`config.mk`:
```
export PLATFORM = sky130hd
export DESIGN_NAME = hazard_sched
export DESIGN_NICKNAME = d
export VERILOG_FILES = /design/src/rtl/hazard_sched.sv
export SDC_FILE = /design/constraint.sdc
export NUM_CORES = 1
export LEC_CHECK = 0
export CAP_MARGIN = 20
export CORE_MARGIN = 2
export CORE_UTILIZATION = 25
export DETAILED_ROUTE_END_ITERATION = 8
export PLACE_DENSITY_LB_ADDON = 0.1
export REMOVE_ABC_BUFFERS = 1
export SLEW_MARGIN = 20
export SYNTH_ARGS = -nofsm -noshare
export SYNTH_HDL_FRONTEND = slang
export SYNTH_SLANG_ARGS = --single-unit
```
`constraint.sdc`:
```
create_clock -name clk -period 2.8 [get_ports clk]
set_clock_uncertainty 0.15 [all_clocks]
set_input_delay 0.42 -clock clk [delete_from_list [all_inputs] [get_ports clk]]
set_output_delay 0.42 -clock clk [all_outputs]
set_load 0.005 [all_outputs]
```
`src/rtl/hazard_sched.sv`:
```
`default_nettype none
// +--------------------------------------------------------------------------+
// | hazard_sched: pipeline hazard scheduler (load-use, branch, memory wait)  |
// | Rev 1.0 - initial release                                                |
// +--------------------------------------------------------------------------+
module hazard_sched #(
  parameter int unsigned MEM_TIMEOUT = 15,
  parameter int unsigned CNT_W       = 16
) (
  input  logic             clk,
  input  logic             rst,
  input  logic             memReadEX,
  input  logic [2:0]       rdEX,
  input  logic [2:0]       r1ID,
  input  logic [2:0]       r2ID,
  input  logic             usesR2ID,
  input  logic             takenEX,
  input  logic             memReqMEM,
  input  logic             memAckMEM,
  output logic             pcWrite,
  output logic             ifidWrite,
  output logic             flushIFID,
  output logic             flushIDEX,
  output logic             pcSel,
  output logic             freeze,
  output logic             memErr,
  output logic [CNT_W-1:0] stallCycles,
  output logic [CNT_W-1:0] flushCount
);

  typedef enum logic [1:0] {
    RUN     = 2'd0,
    MEMWAIT = 2'd1,
    ERR     = 2'd2
  } state_t;

  localparam logic [8:0] c_TIMEOUT = 9'(MEM_TIMEOUT);

  state_t           state_q, state_d;
  logic [7:0]       wait_cnt_q, wait_cnt_d;
  logic [CNT_W-1:0] stall_q, stall_d;
  logic [CNT_W-1:0] flush_q, flush_d;

  logic             w_load_use;
  logic             w_mem_stall;
  logic [8:0]       w_wait_next;

  assign w_load_use  = memReadEX && (rdEX != 3'd0) &&
                       ((rdEX == r1ID) || (usesR2ID && (rdEX == r2ID)));
  assign w_mem_stall = memReqMEM && !memAckMEM;
  assign w_wait_next = {1'b0, wait_cnt_q} + 9'd1;

  always_comb begin
    pcWrite    = 1'b1;
    ifidWrite  = 1'b1;
    flushIFID  = 1'b0;
    flushIDEX  = 1'b0;
    pcSel      = 1'b0;
    freeze     = 1'b0;
    memErr     = 1'b0;
    state_d    = state_q;
    wait_cnt_d = wait_cnt_q;

    case (state_q)
      RUN: begin
        if (w_mem_stall) begin
          freeze     = 1'b1;
          pcWrite    = 1'b0;
          ifidWrite  = 1'b0;
          state_d    = MEMWAIT;
          wait_cnt_d = 8'd0;
        end else if (takenEX) begin
          // ID holds a wrong-path instruction, so any load-use hit is moot
          pcSel     = 1'b1;
          flushIFID = 1'b1;
          flushIDEX = 1'b1;
        end else if (w_load_use) begin
          pcWrite   = 1'b0;
          ifidWrite = 1'b0;
          flushIDEX = 1'b1;
        end
      end
      MEMWAIT: begin
        freeze     = 1'b1;
        pcWrite    = 1'b0;
        ifidWrite  = 1'b0;
        wait_cnt_d = w_wait_next[7:0];
        // An ack in the timeout cycle still wins over the error
        if (memAckMEM) begin
          state_d = RUN;
        end else if (w_wait_next >= c_TIMEOUT) begin
          state_d = ERR;
        end
      end
      ERR: begin
        freeze    = 1'b1;
        pcWrite   = 1'b0;
        ifidWrite = 1'b0;
        memErr    = 1'b1;
      end
      default: begin
        state_d = RUN;
      end
    endcase

    // Reset drains the pipeline with bubbles
    if (!rst) begin
      pcWrite   = 1'b0;
      ifidWrite = 1'b0;
      flushIFID = 1'b1;
      flushIDEX = 1'b1;
      pcSel     = 1'b0;
      freeze    = 1'b0;
    end
  end

  always_comb begin
    stall_d = stall_q;
    flush_d = flush_q;
    if (!pcWrite && (stall_q != {CNT_W{1'b1}})) begin
      stall_d = stall_q + CNT_W'(1);
    end
    if (flushIFID && (flush_q != {CNT_W{1'b1}})) begin
      flush_d = flush_q + CNT_W'(1);
    end
  end

  always_ff @(posedge clk) begin
    if (!rst) begin
      state_q    <= RUN;
      wait_cnt_q <= 8'd0;
      stall_q    <= '0;
      flush_q    <= '0;
    end else begin
      state_q    <= state_d;
      wait_cnt_q <= wait_cnt_d;
      stall_q    <= stall_d;
      flush_q    <= flush_d;
    end
  end

  assign stallCycles = stall_q;
  assign flushCount  = flush_q;

endmodule
`default_nettype wire

```
== Yosys cells after proc, flatten, opt, wreduce, memory -nomap -nowiden ==
Index checks and enable logic that the tools add are counted.
Operators by class
  $add $sub $neg: 3
  order comparisons: 1
  equality and inequality tests: 8
  mux-type cells: 25
  bitwise operators: 1
  reduce and logical (&&, ||, !) cells: 15
Operators by type and width (number)
  adder 16 x 1 -> 16 bit (second input constant): 2
  != test 16 bit (second input constant): 2
  two-way mux 1 bit: 17
  case mux 8 bit (2 select lines): 1
  adder 8 x 1 -> 9 bit (second input constant): 1
  >= comparator 9 x 4 -> 1 bit (second input constant): 1
  two-way mux 8 bit: 1
  == test 3 bit: 2
  logical AND 1 bit: 6
  two-way mux 2 bit: 3
  case mux 2 bit (3 select lines): 1
  case mux 1 bit (2 select lines): 2
  != test 3 bit (second input constant): 1
  AND reduction 3 bit: 1
  nonzero test 3 bit: 1
  == test 2 x 1 -> 1 bit (second input constant): 1
  == test 2 bit (second input constant): 1
  logical NOT 1 bit: 2
  logical NOT 2 bit: 1
  != test 2 bit (second input constant): 1
  AND reduction 2 bit: 1
  nonzero test 2 bit: 1
  OR reduction 2 bit: 1
  logical OR 1 bit: 1
  NOT 1 bit: 1
Storage, ports and cells
  bits in registers: 42
  input bits: 16
  output and inout port bits: 39

== Logic depth before layout (Yosys ltp) ==
  word-level depth: 11
  mapped depth: 10
  depth with buffers taken out: 8

== Worst setup path after synthesis ==
Ideal clock, no wire load.
  path kind: reg2reg
  start point: register state_q[0]
  end point: register stall_q[14], in the netlist stallCycles[14]
  arrival: 1.897 ns
  required time: 2.579 ns
  setup slack: 0.682 ns
  stages on the path, launching flop included: 10
  buffers on the path: 1
  period minus slack after synthesis: 2.118 ns
  cell sequence: dfxtp_1 > inv_1 > ha_1 > inv_1 > nor2_1 > a211oi_2 > o21ai_2 > buf_6 > or4_1 > a21oi_1
On the way
  word-level cells in the longest chain between the ends: 6
  elaborated cells on any way between the ends: 8
  those cells by class: 2 x eq/ne; 2 x mux; 4 x reduce/logical
RTL lines
  start, declared: RTL line 39  | state_t state_q, state_d;
  start signal, assigned: RTL line 135  | state_q <= state_d;
  == test 2 x 1 -> 1 bit / == test 2 bit (equally long branches): RTL line 64  | case (state_q)
  OR reduction 2 bit (no source line)
  case mux 1 bit (2 select lines) *: RTL line 64
  two-way mux 1 bit *: RTL line 107  | if (!rst) begin
  logical NOT 1 bit *: RTL line 120  | if (!pcWrite && (stall_q != {CNT_W{1'b1}})) begin
  logical AND 1 bit *: RTL line 120
  end signal, assigned: RTL line 137  | stall_q <= stall_d;
  end, declared: RTL line 41  | logic [CNT_W-1:0] stall_q, stall_d;
Mark *: on every way between the ends. The rest lies on a longest branch, timed or not.
A chain may end at the register's enable or synchronous reset.

== Final worst setup path ==
  start point: input memAckMEM
  end point: output pcWrite
On the way
  word-level cells in the longest chain between the ends: 5
RTL lines
  start, declared: RTL line 19  | input logic memAckMEM,
  logical NOT 1 bit: RTL line 50  | assign w_mem_stall = memReqMEM && !memAckMEM;
  logical AND 1 bit: RTL line 50
  two-way mux 1 bit: RTL line 66  | if (w_mem_stall) begin
  case mux 1 bit (2 select lines): RTL line 64
  two-way mux 1 bit: RTL line 107
  end, declared: RTL line 20  | output logic pcWrite,
Every way passes these cells.

==> metrics <==
worst endpoint data arrival time 2.10 ns; Worst path max stage delay 0.53 ns; Pins Over Slew Limit 0; fin util 0.345; DRT Pass-1 Iters 4; FMAX 0.375 GHz; IO buf count 54; routed len/inst 13.0 um; Sw Share 0.260; via count 2205; critical path peak fanout 5; CTS tree done; initial DRC count 85; leakage power total 1.09 nW; Cell Area, Synth 2310 um^2; yosys warns 0; Worst-path clk slew 0.07 ns; deepest clock path buffer count 2; drt drc 0; placed inst area 3030 um^2; Core Rows 35; Synth Instances 276; core region area 9110 um^2; clk_lat worst skew 0.29 ns; fin cells 449; initial antenna violation count 0; Clk pwr share 0.322; clock root cell clkbuf_8; fin crit period 2.67 ns; Die ar. 10000 um^2; Net count, final 363; PwrDens 391 nW/um^2; synth unique cells 50; status completed; Critical Path Most Common Cell clkdlybuf4s50_1; largest net degree at the start of global routing 25; Syn-to-layout area delta 35.9%; crit end category output port; Overflow after GRT 0; sequential fraction of the synthesis area 0.364; crit start category input port; Finished Cell Area 3140 um^2; H-tree levels 2; clock sinks 42; vias in the first global route 2101; period utilization 0.953; DR vias/cell 4.91; MaxCap Viol Count 0; Inst Count DP 442; commonest non-fill, non-tap cell in the layout clkdlybuf4s50_1; pin slew with the least headroom to its limit 0.634 ns; first-pass GRT wire length 9860 um; Hold WC Path Type flop to flop; # setup viols final 0; HPWL after DPL 4390 um; unrepaired setup endpoints after global routing no; Crit-path slowest cell clkdlybuf4s50_1; final WL 5850 um; layout cells sized above 1 0.101; kind of critical path input port to output port; Psw 0.000319 W; antenna viol nets, final 0; Starting Density 0.254; Internal 0.000909 W; maximum VDD drop 167 uV; I/O Pins 55; Max transition margin 0.574; Num CTS Buffers 5; Die W 100 um; GPL Wtd Cong 0.718; Gate power share 0.174; Total GRT Usage 0.122; Ant. Diodes 0; Setup TNS 0 ns; most frequent cells in the layout clkdlybuf4s50_1 (54), dfxtp_1 (42), nor2_1 (27); die height 100 um; Worst Path Required 2.23 ns; Mean Syn Cell Area 8.37 um^2; Seq cells post-synth 42; crit-path cells clkdlybuf4s50_1, nor2b_4, or2b_1, o21a_1, nor2_2, clkdlybuf4s50_1; final hold viol count 0; register share of total power 0.505
-- per-layer routing --
metal  GRT usage  up-vias  share of wire
li1            -     1126              -
met1       0.153     1028           0.48
met2       0.204       44           0.47
met3      0.0292        7          0.042
met4      0.0411        0          0.015
met5           0        -              0
-- worst paths after layout --
path	to	cells past startpoint	start	slack, ns
max	pcWrite	6	memAckMEM	0.13
min	stallCycles[15]	2	stallCycles[15]	0.36
max reg2reg	stallCycles[13]	9	state_q[0]	0.54
min reg2reg	stallCycles[15]	2	stallCycles[15]	0.36
-- power by group through the flow --
stage | Sequential [W] | Combinational, W | Clock (W)
final | 0.000620 | 0.000213 | 0.000395
after floorplan | 0.000633 | 0.0000971 | 0
after global placement | 0.000635 | 0.000210 | 0
after global routing | 0.000623 | 0.000235 | 0.000434
after detailed placement | 0.000635 | 0.000210 | 0
after CTS | 0.000621 | 0.000212 | 0.000417
-- stage by stage --
| step | total power, W | setup WS, ns | hold WS [ns] |
|---|---|---|---|
| floorplan | 0.000731 | 0.623 | 0.318 |
| global placement | 0.000845 | 0.0706 | 0.345 |
| detailed placement | 0.000845 | -0.0128 | 0.342 |
| CTS | 0.00125 | 0.00406 | 0.354 |
| global route | 0.00129 | 0.0276 | 0.399 |
| finish | 0.00123 | 0.130 | 0.355 |
-- timing repair --
action,CTS,global route
pin swaps,0,1
gates resized for setup,1,5
hold endpoints to repair,0,0
endpoints found under the setup margin,2,3
hold buffers,0,0
setup buffers,0,1
-- flip-flops by register name, indices dropped and copies added, names as in the netlist --
signal / flops
state_q: 2
flushCount: 16
stallCycles: 16
wait_cnt_q: 8
-- kinds of logic after synthesis --
| family | Yosys count | synth area share |
|---|---|---|
| fa+ha+maj | 8 | 0.0433 |
| simple gates | 123 | 0.284 |
| buf+inv | 19 | 0.0384 |
| flops | 42 | 0.364 |
| mux | 5 | 0.0217 |
| xor+xnor | 24 | 0.0910 |
| compound gates | 55 | 0.158 |
-- final cells by class --
cell class | instances | area (um^2)
sequential | 42 | 841
clock buffer | 6 | 82.6
inverter | 9 | 33.8
fill | 973 | 5970
timing repair buffer | 66 | 643
multi-input combinational | 215 | 1400
tap | 111 | 139
-- critical path: cells and delay by family --
kind | cells | cell delay (ns)
buffers and inverters | 2 | 1.05
AOI/OAI and AO/OA | 1 | 0.20
and+or+nand+nor | 3 | 0.43
-- synth_stat cells (all sizes together) --
cell / n / area (um^2)
dfxtp: 42 / 841
nor2: 30 / 113
nand2: 20 / 75.1
a21oi: 17 / 88.8
nand3: 15 / 75.1
xnor2: 13 / 114
nand4: 11 / 75.1
xor2: 11 / 96.3
inv: 9 / 33.8
o21ai: 9 / 48.8
ha: 8 / 100
o31ai: 8 / 60.1
nor3: 7 / 35.0
nor4: 7 / 43.8
or4: 7 / 52.6
clkbuf: 6 / 23.8
and2: 5 / 31.3
and3: 5 / 31.3
mux2i: 5 / 50.1
buf: 4 / 31.3
o211ai: 4 / 30.0
a211oi: 3 / 27.5
a31oi: 3 / 18.8
nand2b: 3 / 18.8
o21a: 3 / 23.8
or3: 3 / 18.8
and4: 2 / 17.5
nor2b: 2 / 20.0
o22ai: 2 / 12.5
or2: 2 / 12.5
a2111oi: 1 / 8.76
a311oi: 1 / 8.76
a31o: 1 / 8.76
nand4b: 1 / 8.76
nor3b: 1 / 7.51
o2111ai: 1 / 8.76
o211a: 1 / 10.0
o31a: 1 / 8.76
or2b: 1 / 7.51
or4b: 1 / 13.8
(Power assumes the default switching activity.)
==> RTL change: new RTL, config.mk and constraints unchanged <==
Encoding of `state_t`: now one-hot (3 bits for 3 states).
--- a/src/rtl/hazard_sched.sv
+++ b/src/rtl/hazard_sched.sv
@@ -28,10 +28,10 @@
   output logic [CNT_W-1:0] flushCount
 );
 
-  typedef enum logic [1:0] {
-    RUN     = 2'd0,
-    MEMWAIT = 2'd1,
-    ERR     = 2'd2
+  typedef enum logic [2:0] {
+    RUN     = 3'b001,
+    MEMWAIT = 3'b010,
+    ERR     = 3'b100
   } state_t;
 
   localparam logic [8:0] c_TIMEOUT = 9'(MEM_TIMEOUT);
Function: no difference found for any inputs over 10 cycles, from zero or initial values and one cycle with rst low; not proved beyond that.
==> RTL change against the original RTL <==
  * Sequential cell count up 1
  * Sequential share of layout area grew 0.17 points
  * Routed wire length grew 4.4%
  * Largest cell class unchanged
  * Fmax down 3.2%
  * Synthesized area increased by 1.2%
  * Power decreased by 3.4%
  * Sequential power increased by 2%
  * Cell area up 1.8%
  * Critical path depth unchanged
  * Worst setup slack worse by 89 ps
==> RTL change: results (changes against the original RTL) <==
| Metric | Value |
|---|---|
| Drt wl/cell | 13.3 microns (was 13.0 microns) |
| Placed insts | 450 (was 442) |
| Max_slew headroom | 61.0% (was 57.4%) |
| Vias in the first global route | 2042 (was 2101) |
| Met1 GRT Util | 16.8% (was 15.3%) |
| Top post-synthesis cells by area | dfxtp_1 (37%), xor2_1 (7.1%), nor2_1 (5.3%), nand2_1 (3.5%), nand2b_1 (3.5%) (was dfxtp_1 (36%), xnor2_1 (4.9%), nor2_1 (4.9%), ha_1 (4.3%), xor2_1 (4.2%)) |
| Pleak | 0.00117 uW (was 0.00109 uW) |
| Peak VDD IR | 0.184 mV (was 0.167 mV) |
| First-pass GRT wire length | 9.94 mm (was 9.86 mm) |
| Sequential element share of the synthesized area | 36.8% (was 36.4%) |
| Combinational Power | 164 uW (was 213 uW) |
| Cell Pwr Density | 371 mW/mm^2 (was 391 mW/mm^2) |
| Vias | 2178 (was 2205) |
| Worst EP arrival | 2190 ps (was 2100 ps) |
| Met1 Wirelength | 3.12 mm (was 2.78 mm) |
| Drt total wl | 6.11 mm (was 5.85 mm) |
| Final RePlAce weighted congestion | 0.752 (was 0.718) |
| Hold Slack | 352 ps (was 355 ps) |
| Fin nets | 367 (was 363) |
| WL met3 | 184 microns (was 245 microns) |
| Worst slack, placed | -127 ps (was -12.8 ps) |
| Met2 wire len | 2.75 mm (was 2.73 mm) |
| Share of cells above drive strength 1 | 9.77% (was 10.1%) |
| Starting DRT DRC Count | 77 (was 85) |
| First-pass iteration count of the detailed router | 6 (was 4) |
| Dpl cell area | 0.00307 sq mm (was 0.00303 sq mm) |
| Met3 GRT Util | 2.98% (was 2.92%) |
| Status | completed (unchanged) |
| Post-detail-place hpwl | 4.39 mm (about the same) |
| Seq pwr share | 53.5% (was 50.5%) |
| Switching Fraction | 25.8% (was 26.0%) |
| FF-to-FF setup slack | 480 ps (was 540 ps) |
| Number of fill cells | 958 (was 973) |
| Area of the multi-input gates | 0.00144 sq mm (was 0.00140 sq mm) |
| Yosys cell types | 47 (was 50) |
## RTL change: cell count changes in the layout (fill, tap and decap cells not counted), sizes merged, moves of 4 or more
cell / unedited run / this run
buf: 12 / 16
xor2: 11 / 19
nand2b: 3 / 13
o211ai: 4 / 0
ha: 8 / 4
o41ai: 0 / 4
xnor2: 13 / 4
inv: 9 / 3
or4: 7 / 3
o311ai: 0 / 4
nor2: 30 / 35
and3: 5 / 12
nor4: 7 / 3
## RTL change: what timing repair did
item / in CTS / in global routing
resized for setup: 3 / 2
pin swaps: 0 / 3
setup endpoints to repair: 2 / 3
setup buffers: 0 / 1
cloned: 0 / 0
## RTL change: layout make-up
class                      count  area share (%)
clock buffer                   5            2.15
clock inverter                 3           0.470
inverter                       3           0.352
multi-input combinational    224            45.0
sequential                    43            26.9
tap                          111            4.35
timing repair buffer          70            20.8
## RTL change: worst paths after layout
path                   startpoint               to  depth (start not counted)
setup / recovery          rdEX[2]          pcWrite                          6
hold / removal    stallCycles[14]  stallCycles[14]                          2
setup reg to reg       state_q[1]  stallCycles[14]                          6
hold reg to reg   stallCycles[14]  stallCycles[14]                          2
## RTL change: logic make-up (layout without fill, tap and decap cells)
group / Yosys count / count (layout) / share of synthesized area (%)
DFF: 43 / 43 / 36.8
muxes: 8 / 8 / 3.42
buffers and inverters: 16 / 81 / 2.94
xor gates and xnor gates: 23 / 23 / 8.61
AOI/OAI and AO/OA: 53 / 53 / 14.7
adders and majority gates: 4 / 4 / 2.14
and+or+nand+nor: 136 / 136 / 31.4
## RTL change: critical path, cell delays in order
cell,delay (ps)
clkdlybuf4s50_1,550
xor2_1,180
nor2_1,80
a31oi_2,210
o311a_4,230
clkdlybuf4s50_1,510
